### config.mk
export PLATFORM = sky130hd
export DESIGN_NAME = quad_detent_decoder
export DESIGN_NICKNAME = d
export VERILOG_FILES = /design/src/rtl/quad_detent_decoder.sv
export SDC_FILE = /design/constraint.sdc
export NUM_CORES = 1
export LEC_CHECK = 0
export ABC_CLOCK_PERIOD_IN_PS = 1700
export CAP_MARGIN = 20
export CORE_UTILIZATION = 52
export DETAILED_ROUTE_END_ITERATION = 6
export GPL_TIMING_DRIVEN = 0
export PLACE_DENSITY = 0.75
export REMOVE_ABC_BUFFERS = 1
export SETUP_SLACK_MARGIN = 0.02
export SLEW_MARGIN = 20
export SYNTH_ARGS = -nofsm -noshare
export SYNTH_HDL_FRONTEND = slang
export SYNTH_SLANG_ARGS = --single-unit
export TNS_END_PERCENT = 5
### constraint.sdc
create_clock -name clk -period 1.7 [get_ports clk]
set_input_delay 0.34 -clock clk [delete_from_list [all_inputs] [get_ports clk]]
set_output_delay 0.34 -clock clk [all_outputs]
set_load 0.01 [all_outputs]
### src/rtl/quad_detent_decoder.sv
// Quadrature encoder front end: synchronise, debounce, track Gray steps and
// emit one cw/ccw pulse per mechanical detent, plus illegal-transition debug.
module quad_detent_decoder #(
  parameter int unsigned FILT_CYCLES      = 1000,
  parameter int unsigned STEPS_PER_DETENT = 4,
  parameter int unsigned ERR_CNT_W        = 8
) (
  input  logic                 clk,
  input  logic                 reset_n,
  input  logic                 a,
  input  logic                 b,
  output logic                 cw,
  output logic                 ccw,
  output logic                 err,
  output logic [ERR_CNT_W-1:0] err_cnt
);

  localparam int unsigned FCW   = $clog2(FILT_CYCLES + 1);
  localparam int unsigned ACC_W = $clog2(STEPS_PER_DETENT) + 2;

  localparam logic [FCW-1:0]          FILT_LAST = FCW'(FILT_CYCLES - 1);
  localparam logic [FCW-1:0]          FCNT_ONE  = FCW'(1);
  localparam logic signed [ACC_W-1:0] ACC_ONE   = ACC_W'(1);
  localparam logic signed [ACC_W-1:0] ACC_POS   = ACC_W'(STEPS_PER_DETENT);
  localparam logic signed [ACC_W-1:0] ACC_NEG   = -ACC_POS;

  typedef enum logic [1:0] {
    PH_00 = 2'b00,
    PH_01 = 2'b01,
    PH_11 = 2'b11,
    PH_10 = 2'b10
  } phase_t;

  typedef enum logic [1:0] {
    MV_NONE,
    MV_CW,
    MV_CCW,
    MV_BAD
  } move_t;

  // Two-stage synchronizer; idle level of the pulled-up pins is 1.
  logic a_meta, b_meta, sa, sb;

  always_ff @(posedge clk) begin
    if (!reset_n) begin
      a_meta <= 1'b1;
      b_meta <= 1'b1;
      sa     <= 1'b1;
      sb     <= 1'b1;
    end else begin
      a_meta <= a;
      b_meta <= b;
      sa     <= a_meta;
      sb     <= b_meta;
    end
  end

  // Per-pin stability filter: index 1 is channel A, index 0 is channel B.
  logic [1:0]     s_pin;
  logic [1:0]     f_pin;
  logic [FCW-1:0] fcnt [2];
  logic           fa, fb;

  assign s_pin = {sa, sb};
  assign fa    = f_pin[1];
  assign fb    = f_pin[0];

  always_ff @(posedge clk) begin
    if (!reset_n) begin
      f_pin <= '1;
      for (int unsigned i = 0; i < 2; i++) fcnt[i] <= '0;
    end else begin
      for (int unsigned i = 0; i < 2; i++) begin
        if (s_pin[i] == f_pin[i]) begin
          fcnt[i] <= '0;
        end else if (fcnt[i] == FILT_LAST) begin
          f_pin[i] <= s_pin[i];
          fcnt[i]  <= '0;
        end else begin
          fcnt[i] <= fcnt[i] + FCNT_ONE;
        end
      end
    end
  end

  // Step tracker state: previous filtered phase.
  phase_t cur, prev_q;
  phase_t succ_cw, succ_ccw;
  move_t  move;

  logic signed [ACC_W-1:0] acc_q, acc_d, acc_step;
  logic                    cw_d, ccw_d, err_d;
  logic [ERR_CNT_W-1:0]    err_cnt_d;

  assign cur = phase_t'({fa, fb});

  always_ff @(posedge clk) begin
    if (!reset_n) begin
      prev_q  <= PH_11;
      acc_q   <= '0;
      cw      <= 1'b0;
      ccw     <= 1'b0;
      err     <= 1'b0;
      err_cnt <= '0;
    end else begin
      prev_q  <= cur;
      acc_q   <= acc_d;
      cw      <= cw_d;
      ccw     <= ccw_d;
      err     <= err_d;
      err_cnt <= err_cnt_d;
    end
  end

  always_comb begin
    succ_cw  = PH_01;
    succ_ccw = PH_10;
    unique case (prev_q)
      PH_00: begin succ_cw = PH_01; succ_ccw = PH_10; end
      PH_01: begin succ_cw = PH_11; succ_ccw = PH_00; end
      PH_11: begin succ_cw = PH_10; succ_ccw = PH_01; end
      PH_10: begin succ_cw = PH_00; succ_ccw = PH_11; end
    endcase

    if (cur == prev_q)        move = MV_NONE;
    else if (cur == succ_cw)  move = MV_CW;
    else if (cur == succ_ccw) move = MV_CCW;
    else                      move = MV_BAD;
  end

  always_comb begin
    acc_d     = acc_q;
    acc_step  = acc_q;
    cw_d      = 1'b0;
    ccw_d     = 1'b0;
    err_d     = 1'b0;
    err_cnt_d = err_cnt;

    unique case (move)
      MV_NONE: ;
      MV_CW: begin
        acc_step = acc_q + ACC_ONE;
        if (acc_step == ACC_POS) begin
          cw_d  = 1'b1;
          acc_d = '0;
        end else begin
          acc_d = acc_step;
        end
      end
      MV_CCW: begin
        acc_step = acc_q - ACC_ONE;
        if (acc_step == ACC_NEG) begin
          ccw_d = 1'b1;
          acc_d = '0;
        end else begin
          acc_d = acc_step;
        end
      end
      MV_BAD: begin
        err_d = 1'b1;
        acc_d = '0;
      end
    endcase

    if (err_d && (err_cnt != '1)) err_cnt_d = err_cnt + ERR_CNT_W'(1);
  end

endmodule

==> out/metrics.cfg <==
[run_status]
status=finished, final reports clean

[route]
vias_per_cell=5.28
finalWirelength_um=3850
drtPass1Iterations=4
drc=0
ant_nets=0
drtIter0Drc=126
wl_per_cell_um=12.7
vias=1596

[min_path]
min_from=a_meta
hold_end=sa
hold-path-cell-count=1
hp-class=reg -> reg

[layout]
syn_to_final_growth_pct=21.9
diodes=0
nNetsFinal=263
drive_gt1_share_pct=10.2
utilization_pct=68.0
layout.cells.non_filler=302
num-fill-cells=328
final_cell_area_um2=2550

[synth]
synth_cell_type_count=33
synth.avg_cell_area_um2=9.76
synth_most_common_cell=nor2_1
yosys-top-cells-area=edfxtp_1 29%, dfxtp_1 22%, xor2_1 6.7%
synth_cells=214
post-synth-top-area-cell=edfxtp_1
synth_edf_count=20
yosys_most_used_dff=dfxtp_1
async_reset_ff_share_pct=0
synth-seq-cells=43
ys_warn_count=0
netlist_area_um2=2090
yosysTopAreaCellShare_pct=28.7
yosysSeqAreaShare_pct=50.8
netlist_top_cells_count=31 x nor2_1, 23 x dfxtp_1, 20 x edfxtp_1

[die]
boundaryPins=15
dieArea_um2=4280
core_area_um2=3740
rows=22
initial_core_util_pct=55.8
chipHeight_um=65.4
die_width_um=65.4

[sta]
tightest_slew_ps=784
fmax_mhz=593
min_period_ps=1690
fin_ws_ps=14.7
hold_viol_final=0
tns_ps=0
setup-violations-final=0
rsz0062_at_grt=true
slew_viol_final=0
relSlewSlack_pct=47.7
finalCritPeriodShare_pct=99.1
fin_hold_ws_ps=423
clock-skew-final_ps=11.1

[placement]
io_buffers=14
gp_congestion=0.786
dpl_cell_area_um2=2350
post-place-ws_ps=-443
dp_cells=291
hpwl_um=2610

[clock_network]
insertion_delay_ps=300
clock_path_buffers=2
clock_sinks=43
htree_levels=2
cts_hold_buf=0
cts_buffers=5
clockRootBuffer=clkbuf_8
clk_pin_slew_ps=80
cts_tree=built

[setup_path]
r2r-start=err_cnt[0]
crit_required_ps=1870
crit_fanout=4
r2r_cells=7
start_kind=register
worst-r2r-setup-slack_ps=10
timing.rr.end=err_cnt[4]
worstPathArrival_ps=1860
worstSetupPathType=reg -> reg
crit_path_end_kind=register

[pwr]
power.density_nw_per_um2=793
irDropWorstVdd_v=0.000600
leakagePower_nw=0.954
power_mw=2.02

[flow_run]
maxCapViolCount=0

[global_routing]
grt-ovfl-total=0
grt_pass1_vias=1465
grt_use_total_pct=20.4
grt_max_degree=20
grt_pass1_wl_um=6410
antenna_found_initial=0

kinds of logic after synthesis:
kind of cell | count (synthesis) | synth area share [%]
AND/OR/NAND/NOR | 100 | 23.3
flip-flops | 43 | 50.8
XOR/XNOR | 28 | 11.7
AO/OA/AOI/OAI | 20 | 6.65
buffers and inverters | 13 | 2.34
adder cells (fa/ha/maj) | 6 | 3.59
multiplexers | 3 | 1.44
other | 1 | 0.179
state kept, by name (all words and copies together) (netlist names):
| name | count |
|---|---|
| acc_q | 4 |
| ccw | 1 |
| sb | 1 |
| cw | 1 |
| b_meta | 1 |
| fcnt | 20 |
| prev_q | 2 |
| a_meta | 1 |
| sa | 1 |
| err | 1 |
| cur | 2 |
| err_cnt | 8 |
worst max path at each step:
stage / from / to
2_1_floorplan: err_cnt[0] / err_cnt[7]
3_3_place_gp: reset_n / fcnt[0][9]
3_5_place_dp: reset_n / acc_q[0]
4_1_cts: err_cnt[6] / err_cnt[6]
5_1_grt: err_cnt[0] / err_cnt[4]
6_report: err_cnt[0] / err_cnt[4]
cell type report:
cell class	count	area [µm²]	share of cell area, %
Multi-Input combinational cell	177	1100	43.4
Sequential cell	43	1070	41.9
Timing Repair Buffer	17	164	6.44
Clock buffer	6	82.6	3.24
Tap cell	48	60.1	2.36
Clock inverter	2	35.0	1.38
Inverter	9	33.8	1.33
critical path, stage by stage, from the launching register on:
cell and delay, ps:
dfxtp_2 360, ha_4 180, and3_4 180, a311oi_4 320
buf_4 180, nand4_1 120, xor2_1 170, nor2_1 50
where the power goes:
group,internal (mW),leakage [nW],switching (mW)
Clock,0.475,0.0612,0.349
Sequential,1.11,0.395,0.0221
Combinational,0.0262,0.498,0.0410
Total,1.61,0.954,0.412
layout by cell type (no fill, tap or decap), types with 4 or more instances in the layout:
cell / Yosys / layout
xor2_1: 16 / 16
nor2_1: 31 / 31
edfxtp_1: 20 / 20
ha_1: 6 / 4
clkdlybuf4s50_1: 0 / 12
nand2_1: 19 / 18
and3_1: 5 / 4
dfxtp_2: 0 / 4
nand2b_1: 8 / 8
conb_1: 1 / 20
nand3_1: 10 / 8
clkbuf_8: 0 / 6
xnor2_1: 12 / 12
nand4_1: 8 / 8
a21oi_1: 7 / 7
dfxtp_1: 23 / 19
inv_1: 9 / 9
o21ai_0: 6 / 6
nor3_1: 5 / 5
or3_1: 5 / 5
routing by layer:
metal	vias up	share of wire (%)	GRT usage, %
met5	-	0	0
met4	0	2.6	10.9
li1	796	-	-
met3	12	5.3	6.77
met1	742	46	24.4
met2	46	47	32.2
repair_timing:
item                                    4_1_cts  5_1_grt
resized for setup                             9        7
endpoints found under the setup margin       25       21
pin swaps                                     1        2
buffers inserted                              3        0
gates cloned                                  0        0
Note: power is estimated with default switching activity, not from simulation.
==> RTL change 1, RTL diff (same flow settings) <==
`STEPS_PER_DETENT`: 4 -> 8.
--- a/src/rtl/quad_detent_decoder.sv
+++ b/src/rtl/quad_detent_decoder.sv
@@ -2,7 +2,7 @@
 // emit one cw/ccw pulse per mechanical detent, plus illegal-transition debug.
 module quad_detent_decoder #(
   parameter int unsigned FILT_CYCLES      = 1000,
-  parameter int unsigned STEPS_PER_DETENT = 4,
+  parameter int unsigned STEPS_PER_DETENT = 8,
   parameter int unsigned ERR_CNT_W        = 8
 ) (
   input  logic                 clk,
Formal check against the unedited RTL: same outputs for any inputs over 10 cycles, from zero or initial values and one cycle with reset_n low; that may be too few to reach the edited logic, so the function may still have changed.
==> RTL change 1 against the original RTL <==
- sequential cell count increased by 1
- routed wire length fell by 0.73%
- via count increased by 3.0%
- fmax rose by 3.3%
- synthesized cell count rose by 7.9%
- cell area grew 6.8%
- area after synthesis rose by 9.0%
- hold slack worse by 21 ps
- setup slack better by 54 ps
- total power shrank 6.1%
- sequential share of layout area fell by 1.8 points
- core utilization down 1.9 points
- largest cell class unchanged
==> RTL change 1: results (changes against the original RTL) <==
| Metric | Value |
|---|---|
| Final worst path period share | 95.97% (was 99.14%) |
| Setup slack of the worst register-to-register path | 70 ps (was 10 ps) |
| Placed wire-length estimate | 2619 µm (was 2608 µm) |
| Placed insts | 307 (was 291) |
| Routed wire per std cell | 11.89 µm (was 12.74 µm) |
| Per-cell via count in the routed design | 5.121 (was 5.285) |
| Instance area after placement | 2510 µm² (was 2346 µm²) |
| Portion of total power attributed to sequential cells | 61.1% (was 55.9%) |
| Fraction of final layout cells with drive strength greater than 1 | 12.18% (was 10.24%) |
| Complex-gate fraction of the synthesized area | 8.077% (was 6.647%) |
| Internal Power | 1.469 mW (was 1.607 mW) |
| Wire length of the first global-routing pass | 6092 µm (was 6410 µm) |
| Post-synth top cells | 28 x sky130_fd_sc_hd__nor2_1, 24 x sky130_fd_sc_hd__dfxtp_1, 20 x sky130_fd_sc_hd__edfxtp_1, 20 x sky130_fd_sc_hd__xnor2_1, 18 x sky130_fd_sc_hd__nand3_1 (was 31 x sky130_fd_sc_hd__nor2_1, 23 x sky130_fd_sc_hd__dfxtp_1, 20 x sky130_fd_sc_hd__edfxtp_1, 19 x sky130_fd_sc_hd__nand2_1, 16 x sky130_fd_sc_hd__xor2_1) |
| Number of DRC markers in iteration 0 | 70 (was 126) |
| Biggest area contributors in the synthesized netlist | sky130_fd_sc_hd__edfxtp_1 26%, sky130_fd_sc_hd__dfxtp_1 21%, sky130_fd_sc_hd__xnor2_1 7.7% (was sky130_fd_sc_hd__edfxtp_1 29%, sky130_fd_sc_hd__dfxtp_1 22%, sky130_fd_sc_hd__xor2_1 6.7%) |
| Crit-path slowest cell | sky130_fd_sc_hd__or4_4 (was sky130_fd_sc_hd__dfxtp_2) |
| Cell count of the worst reg-to-reg path | 5 (was 7) |
| Largest stage delay on the critical path | 530 ps (was 360 ps) |
| Total Nets Final | 281 (was 263) |
| Grt met3 use | 5.667% (was 6.771%) |
| Power after layout | 1.896 mW (was 2.019 mW) |
| Clock-net power | 631 µW (was 824 µW) |
| Outcome | finished clean (unchanged) |
| P_leak | 1.000 nW (was 0.9538 nW) |
| Synthesized instance count | 231 (was 214) |
| M2 GR Usage | 28.55% (was 32.22%) |
| Fill cell instance count of the final layout | 357 (was 328) |
| Worst hold slack across all endpoints | 402.4 ps (was 423.0 ps) |
| Worst rel slew slack | 25.65% (was 47.73%) |
| Post-placement worst setup slack | -678.3 ps (was -442.8 ps) |
| GRT Overall Usage | 17.82% (was 20.39%) |
| RD Place Congestion | 0.8034 (was 0.7863) |
| Non-filler instance count after layout | 321 (was 302) |
| Buffer count from post-CTS setup fixing | 0 (was 3) |
| Maximum vdd drop | 569.8 µV (was 600.5 µV) |
| Layout Skew | 7.691 ps (was 11.09 ps) |
| Arrival time at the worst endpoint | 1680 ps (was 1860 ps) |
| Cell family with most CP delay | simple AND/OR/NAND/NOR gates (was flip-flops) |
==> RTL change 1: cell types whose count changed in the layout (fill, tap and decap cells not counted), sizes merged, moves of 2 or more <==
cell	unedited run	this run
nand3	10	19
xnor2	12	20
a21boi	0	4
and2	3	7
nand2	20	16
xor2	16	12
nor2	31	28
o21a	0	3
a211oi	0	2
buf	3	5
nand4	8	6
o211a	0	2
==> RTL change 1: routing by layer <==
layer,share of wire [%],vias to the layer above
met5,0,-
met2,49,16
met3,2.8,6
li1,-,860
met4,1.4,0
met1,47,762
==> RTL change 1: final cells by class <==
cell class | count | area [µm²] | share of cell area, %
clock buffers | 6 | 72.57 | 2.668
clock inverters | 2 | 10.01 | 0.3680
inverters | 8 | 30.03 | 1.104
multi-input cells | 192 | 1277 | 46.96
flip-flops and latches | 44 | 1090 | 40.06
well taps | 50 | 62.56 | 2.300
repair buffers | 19 | 177.7 | 6.532
==> RTL change 2, RTL diff (same settings) <==
Without the edit above. Register the output `err_cnt` once more, with the module's reset; this adds one clock of latency there. The other outputs are not delayed to match.
--- a/src/rtl/quad_detent_decoder.sv
+++ b/src/rtl/quad_detent_decoder.sv
@@ -37,6 +37,8 @@
     MV_CCW,
     MV_BAD
   } move_t;
+
+  logic [ERR_CNT_W-1:0] err_cnt_s0;
 
   // Two-stage synchronizer; idle level of the pulled-up pins is 1.
   logic a_meta, b_meta, sa, sb;
@@ -101,14 +103,14 @@
       cw      <= 1'b0;
       ccw     <= 1'b0;
       err     <= 1'b0;
-      err_cnt <= '0;
+      err_cnt_s0 <= '0;
     end else begin
       prev_q  <= cur;
       acc_q   <= acc_d;
       cw      <= cw_d;
       ccw     <= ccw_d;
       err     <= err_d;
-      err_cnt <= err_cnt_d;
+      err_cnt_s0 <= err_cnt_d;
     end
   end
 
@@ -134,7 +136,7 @@
     cw_d      = 1'b0;
     ccw_d     = 1'b0;
     err_d     = 1'b0;
-    err_cnt_d = err_cnt;
+    err_cnt_d = err_cnt_s0;
 
     unique case (move)
       MV_NONE: ;
@@ -162,7 +164,15 @@
       end
     endcase
 
-    if (err_d && (err_cnt != '1)) err_cnt_d = err_cnt + ERR_CNT_W'(1);
+    if (err_d && (err_cnt_s0 != '1)) err_cnt_d = err_cnt_s0 + ERR_CNT_W'(1);
+  end
+
+  always_ff @(posedge clk) begin
+    if (!reset_n) begin
+      err_cnt <= '0;
+    end else begin
+      err_cnt <= err_cnt_s0;
+    end
   end
 
 endmodule
Behaviour: no difference found for any inputs over 10 cycles, from zero or initial values and one cycle with reset_n low; that may be too few to reach the edited logic, so the function may still have changed.
==> RTL change 2 against the original RTL <==
- clock skew fell by 1.7 ps
- area after synthesis rose by 8.9%
- count of clock-buffer cells in the layout rose by 1
- routed wire length rose by 3.0%
- clock power rose by 2%
- setup slack improved by 25 ps
- non-clock buffer count fell by 1
- die area rose by 8.6%
- total power rose by 10%
- sequential cell count rose by 8
- cell area rose by 8.8%
- synthesized cell count rose by 7.9%
==> RTL change 2: results (changes against the original RTL) <==
| Metric | Value |
|---|---|
| Outcome | finished clean (unchanged) |
| Total met3 wirelength after detailed routing | 87 µm (was 202 µm) |
| Biggest area contributors in the synthesized netlist | sky130_fd_sc_hd__dfxtp_1 27%, sky130_fd_sc_hd__edfxtp_1 26%, sky130_fd_sc_hd__nor2_1 6.1% (was sky130_fd_sc_hd__edfxtp_1 29%, sky130_fd_sc_hd__dfxtp_1 22%, sky130_fd_sc_hd__xor2_1 6.7%) |
| Fraction of final layout cells with drive strength greater than 1 | 11.44% (was 10.24%) |
| Finished Core Util | 67.79% (was 68.01%) |
| Wire length of the first global-routing pass | 6396 µm (was 6410 µm) |
| M2 GR Usage | 31.00% (was 32.22%) |
| Complex-gate fraction of the synthesized area | 5.498% (was 6.647%) |
| Sequential fraction of the synthesis area | 53.66% (was 50.78%) |
| Met1 track demand over resource in global routing | 23.03% (was 24.44%) |
| Instance area after placement | 2535 µm² (was 2346 µm²) |
| Adder-cell area share of the yosys netlist | 3.299% (was 3.593%) |
| Non-filler instance count after layout | 321 (was 302) |
| Total Nets Final | 280 (was 263) |
| Metal2 WL | 1913 µm (was 1789 µm) |
| Placed wire-length estimate | 2531 µm (was 2608 µm) |
| Worst Path Max Fanout | 8 (was 4) |
| Overall via count from detail_route | 1,651 (was 1,596) |
| Worst rel slew slack | 64.81% (was 47.73%) |
| RD Place Congestion | 0.8001 (was 0.7863) |
| Xor/xnor cell area share of the yosys netlist | 10.01% (was 11.74%) |
| Cell family with most CP delay | simple AND/OR/NAND/NOR gates (was flip-flops) |
| Clock-net power | 842 µW (was 824 µW) |
| Grt met3 use | 3.000% (was 6.771%) |
| Number of DRC markers in iteration 0 | 89 (was 126) |
| Fill cell instance count of the final layout | 316 (was 328) |
| Count of cell types in the netlist | 32 (was 33) |
| Portion of total power attributed to sequential cells | 58.9% (was 55.9%) |
| Internal Power | 1.777 mW (was 1.607 mW) |
| Multiplexer share of the synthesized area | 1.319% (was 1.437%) |
| Net switching power | 452.5 µW (was 411.7 µW) |
| Post-placement worst setup slack | -820.7 ps (was -442.8 ps) |
| Crit-path slowest cell | sky130_fd_sc_hd__or4_4 (was sky130_fd_sc_hd__dfxtp_2) |
| Largest stage delay on the critical path | 460 ps (was 360 ps) |
| Post-synth top cells | 37 x sky130_fd_sc_hd__nor2_1, 31 x sky130_fd_sc_hd__dfxtp_1, 20 x sky130_fd_sc_hd__edfxtp_1, 17 x sky130_fd_sc_hd__nand2_1, 15 x sky130_fd_sc_hd__xnor2_1 (was 31 x sky130_fd_sc_hd__nor2_1, 23 x sky130_fd_sc_hd__dfxtp_1, 20 x sky130_fd_sc_hd__edfxtp_1, 19 x sky130_fd_sc_hd__nand2_1, 16 x sky130_fd_sc_hd__xor2_1) |
RTL change 2: cell types whose count changed after synthesis, moves of 3 or more:
cell,before,now
sky130_fd_sc_hd__and2_1,3,10
sky130_fd_sc_hd__nand4_1,8,3
sky130_fd_sc_hd__nand3_1,10,13
sky130_fd_sc_hd__nor2_1,31,37
sky130_fd_sc_hd__xnor2_1,12,15
sky130_fd_sc_hd__dfxtp_1,23,31
sky130_fd_sc_hd__xor2_1,16,11
RTL change 2: cells by family after synthesis:
kind of cell,after synthesis
XOR/XNOR,26
flip-flops,51
AO/OA/AOI/OAI,21
AND/OR/NAND/NOR,111
buffers and inverters,12
adder cells (fa/ha/maj),6
multiplexers,3
other,1
RTL change 2: repair_timing:
item | CTS | global route
pin swaps | 1 | 8
gates resized for setup | 11 | 19
gates cloned | 0 | 1
setup buffers | 0 | 2
setup endpoints to repair | 27 | 26
RTL change 2: path summary, 6_finish.rpt:
path / from / end / slack (ps) / cells past startpoint
hold / removal: a_meta$_SDFF_PN1_ / sa$_SDFF_PN1_ / 410 / 1
setup reg to reg: fcnt[1][0]$_SDFFCE_PN0P_ / fcnt[1][9]$_SDFFCE_PN0P_ / 40 / 5
setup / recovery: fcnt[1][0]$_SDFFCE_PN0P_ / fcnt[1][9]$_SDFFCE_PN0P_ / 40 / 5
hold reg to reg: a_meta$_SDFF_PN1_ / sa$_SDFF_PN1_ / 410 / 1
RTL change 2: final cells by class:
| cell class | count | share of cell area, % |
|---|---|---|
| clock inverter | 1 | 1.084 |
| timing repair buffer | 16 | 5.420 |
| sequential | 51 | 44.49 |
| inverter | 8 | 1.084 |
| multi-input combinational | 188 | 42.77 |
| clock buffer | 7 | 2.891 |
| tap | 50 | 2.258 |
